`src/rtl/instruction_memory.sv`:
```
// instruction_memory: word-addressed instruction store with a registered read port and a load port
module instruction_memory #(
  parameter int unsigned DataWidth = 16,
  parameter int unsigned AddrBits  = 16,
  parameter int unsigned Depth     = 256,
  parameter string       InitFile  = ""
) (
  input  logic                 CLK,
  input  logic                 RST_N,
  input  logic [AddrBits-1:0]  ReadAddr,
  output logic [DataWidth-1:0] ReadData,
  input  logic                 WriteEn,
  input  logic [AddrBits-1:0]  WriteAddr,
  input  logic [DataWidth-1:0] WriteData,
  output logic                 AddrErr
);
  localparam int unsigned IdxBits = (Depth > 1) ? $clog2(Depth) : 1;
  logic [DataWidth-1:0] mem [Depth];
  logic                 rd_ok;
  logic                 wr_ok;
  logic [IdxBits-1:0]   rd_idx;
  logic [IdxBits-1:0]   wr_idx;
  always_comb begin
    rd_ok  = 32'(ReadAddr) < Depth;
    wr_ok  = 32'(WriteAddr) < Depth;
    rd_idx = ReadAddr[IdxBits-1:0];
    wr_idx = WriteAddr[IdxBits-1:0];
  end
  initial for (int i = 0; i < int'(Depth); i++) mem[i] = '0;
  always @(posedge CLK) if (RST_N && WriteEn && wr_ok) mem[wr_idx] <= WriteData;
  always_ff @(posedge CLK or negedge RST_N) begin
    if (!RST_N) begin
      ReadData <= '0;
      AddrErr  <= 1'b0;
    end else begin
      ReadData <= rd_ok ? mem[rd_idx] : '0;
      AddrErr  <= !rd_ok;
    end
  end
endmodule

```
`config.mk`:
```
export PLATFORM = sky130hd
export DESIGN_NAME = instruction_memory
export DESIGN_NICKNAME = d
export VERILOG_FILES = /design/src/rtl/instruction_memory.sv
export SDC_FILE = /design/constraint.sdc
export NUM_CORES = 2
export LEC_CHECK = 0
export ABC_AREA = 1
export BUFFER_PORTS_ARGS = -buffer_cell sky130_fd_sc_hd__buf_2
export CAP_MARGIN = 20
export CORE_MARGIN = 2
export CORE_UTILIZATION = 35
export DETAILED_ROUTE_END_ITERATION = 10
export PLACE_DENSITY = 0.6
export SYNTH_ARGS = -nofsm -noshare
export SYNTH_HDL_FRONTEND = slang
export SYNTH_SLANG_ARGS = --single-unit
export TNS_END_PERCENT = 30
```
`constraint.sdc`:
```
create_clock -name CLK -period 1.4 [get_ports CLK]
set_clock_uncertainty 0.05 [all_clocks]
set_input_delay 0.21 -clock CLK [delete_from_list [all_inputs] [get_ports CLK]]
set_output_delay 0.21 -clock CLK [all_outputs]
set_load 0.05 [all_outputs]
```
==> summary.md <==
| Metric | Value |
|---|---|
| Vias in the first global route | `between 100k and 150k` |
| Kind of critical path | `reg -> out` |
| Remaining Overflow, GRT | `0` |
| Die Ht | `692 um` |
| Run status | `finished with violations` |
| Most frequent cells in the layout | `edfxtp_1, nand2_1, nand3_1` |
| Routed vias | `114000` |
| Final GP Congestion | `0.915` |
| Number of antenna violations at the first check in global routing | `23` |
| Worst slew pin tran | `~1.3 ns` |
| Final worst slack | `-0.679 ns` |
| Final setup fails | `3981` |
| DRT Pass-1 Iters | `6` |
| Ys Warns | `0` |
| Fin nets | `14800` |
| Synth Area per Inst | `12.2 um^2` |
| Crit path max-delay family | `flip-flops` |
| Distinct cells, synth | `22` |
| Worst Hold Class | `in -> reg` |
| Slew HR | `16.5%` |
| Share of cells above drive strength 1 | `22.1%` |
| CP Capture Type | `primary output` |
| # H-tree levels | `5` |
| Max Cap Viol | `0` |
| RSZ-0062 raised after global routing | `yes` |
| Dpl hpwl | `325 mm` |
| Power density over the cells | `1270 mW/mm^2` |
| TritonCTS clock tree | `built` |
| Syn_nets | `13700` |
| Largest net degree at the start of global routing | `124` |
| Multi-input gate area | `0.0446 mm^2` |
| Starting Density | `35.2%` |
| Pleak | `between 70 and 80 nW` |
| CP required | `1.14 ns` |
| Slew Limit Fails | `0` |
| DR vias/cell | `5.34` |
| Finished Layout Cells | `21300` |
| First-pass GRT wire length | `748 mm` |
| Cts bufs inserted | `418` |
| Placed Cells | `around 20000` |
| Peak VDD IR | `1020 uV` |
| Area of the core | `0.471 mm^2` |
| Pwr Total | `267 mW` |
| Arrival time worst endpoint | `1.82 ns` |
| Fillcell total | `a little over 40000` |
| Layout area overhead | `26.5%` |
| CTS clk-pin slew, worst paths | `0.06 ns` |
| CP max stage cell | `dfrtp_2` |
| Post-synthesis instance area | `~0.17 mm^2` |
| Root Buffer | `clkbuf_16` |
| Crit path buffers/inverters | `1` |
| Final worst path period need | `slightly above 2 ns` |
| ANT nets after route | `0` |
| Post-CTS Hold Fix Bufs | `26` |
| GR Util All Layers | `20.9%` |
| Max Fanout on Critical Path | `1` |
| Chip Width | `692 um` |
| CTS sink cnt | `4113` |
| Mean routed wirelength per cell | `about 24 um` |
| Clk Latency, worst-skew pair | `about 1 ns` |
| Clk buf depth | `4` |
| Post-route DRC violation count | `0` |
| Yosys reg bits | `4113` |
| Iter 0 DRT Violations | `13800` |
| Row count | `252` |
| CP Launch Type | `flop` |
| Period utilization | `148%` |
| Failing checks | `hold timing, setup timing` |
| I/O Buffers | `67` |
| # IOs | `68` |
| Sequential cell area fraction in the yosys report | `74.4%` |
| Most common cell after layout, fill and taps aside | `edfxtp_1` |
| Hold Violations, Final | `5` |
| CP Cell Sequence | `buf_8` |
| Final wirelength | `about 520 mm` |
| Hold WS | `-0.235 ns` |
| Die ar. | `0.479 mm^2` |
| Slowest stage delay, CP | `0.61 ns` |
| Area occupied by registers | `~0.12 mm^2` |
| Gate count after technology mapping | `around 14000` |
| Peak Freq | `481 MHz` |
area by class of cell:
cell class,count,share of cell area [%]
Sequential cell,4113,58.9
Multi-Input combinational cell,8553,21.3
Timing Repair Buffer,1595,9.70
Clock buffer,532,5.25
Tap cell,6223,3.71
Clock inverter,234,1.13
Inverter,21,0.0633
Antenna cell,2,0.00239
state kept, by name (all words and copies together) (netlist names):
signal and flops:
ReadData 16, mem 4096, AddrErr 1
repair_timing:
item	CTS	global route
setup endpoints to repair	4125	4129
setup buffers	31	4
cloned	27	17
pin swaps	354	303
resized for setup	1066	474
endpoints found under the hold margin	4172	6
tightest hold or removal path: cells and delay by family:
family                 cells  cell delay (ns)
buffers and inverters      2             0.22
and+or+nand+nor            4             0.32
worst paths after layout:
kind	depth (start not counted)	startpoint	end	slack, ns
max	1	ReadData[10]$_DFF_PN0_	ReadData[10]	-0.68
min in group asynchronous	5	RST_N	AddrErr$_DFF_PN0_	0.34
min	6	ReadAddr[12]	ReadData[2]$_DFF_PN0_	-0.23
min reg2reg	8	mem[20][14]$_DFFE_PP_	ReadData[14]$_DFF_PN0_	1.01
max reg2reg	10	mem[103][10]$_DFFE_PP_	ReadData[10]$_DFF_PN0_	-0.29
max in group asynchronous	5	RST_N	ReadData[9]$_DFF_PN0_	0.64
metrics by stage:
step	instance area, um^2	setup WS [ns]	TNS [ns]	utilization (%)	hold WS, ns
6_report	210000	-0.679	-499.55	44.5	-0.235
5_1_grt	210000	-0.709	-637.83	44.5	-0.255
4_1_cts	207000	-0.733	-278.36	43.9	-0.335
3_5_place_dp	188000	-1.78	-4716.14	39.8	0.239
3_3_place_gp	188000	-1.79	-4604.91	39.8	0.236
2_1_floorplan	166000	-1.01	-3961.30	-	-0.136
power by group:
part	total (mW)	switching (mW)	internal [mW]	leakage [nW]
Clock	110	47.9	62.2	6.49
Sequential	135	0.00357	135	37.0
Combinational	21.1	14.3	6.79	30.3
Total	267	62.2	204	73.8
synthesized netlist by cell type:
cell      instances  area [um^2]
inv_2             2         7.51
nand2_2          16          100
buf_8             1         15.0
nor4_2            1         12.5
buf_2           474         2370
buf_4           193         1450
buf_1            66          248
inv_4             1         6.26
dfrtp_1          17          425
buf_6            32          360
edfxtp_1       4096       123000
nor2_2            4         25.0
nand3_1        3857        19300
a21oi_1          32          160
o22ai_1          32          200
clkbuf_1        171          642
nand2_1        4117        15500
nor4_1            1         6.26
nor2_1          427         1600
o21ai_0          64          320
inv_1            18         67.6
or4_1             2         15.0
cells by family (layout without fill, tap and decap cells):
logic type | Yosys count | after routing | synth area share [%]
AOI/OAI and AO/OA | 128 | 128 | 0.411
other | 0 | 2 | 0
and+or+nand+nor | 8425 | 8425 | 22.0
DFF | 4113 | 4113 | 74.4
buffers and inverters | 958 | 2382 | 3.12
metal layers:
metal / wire (um) / global-route usage [%] / vias up
met3: 47200 / 3.49 / 853
met2: 235000 / 32.2 / 5248
met1: 217000 / 29.8 / 56600
li1: - / - / 51000
met4: 19800 / 7.03 / 12
met5: 74 / 0 / -
Power figures use the tool's default switching activity.
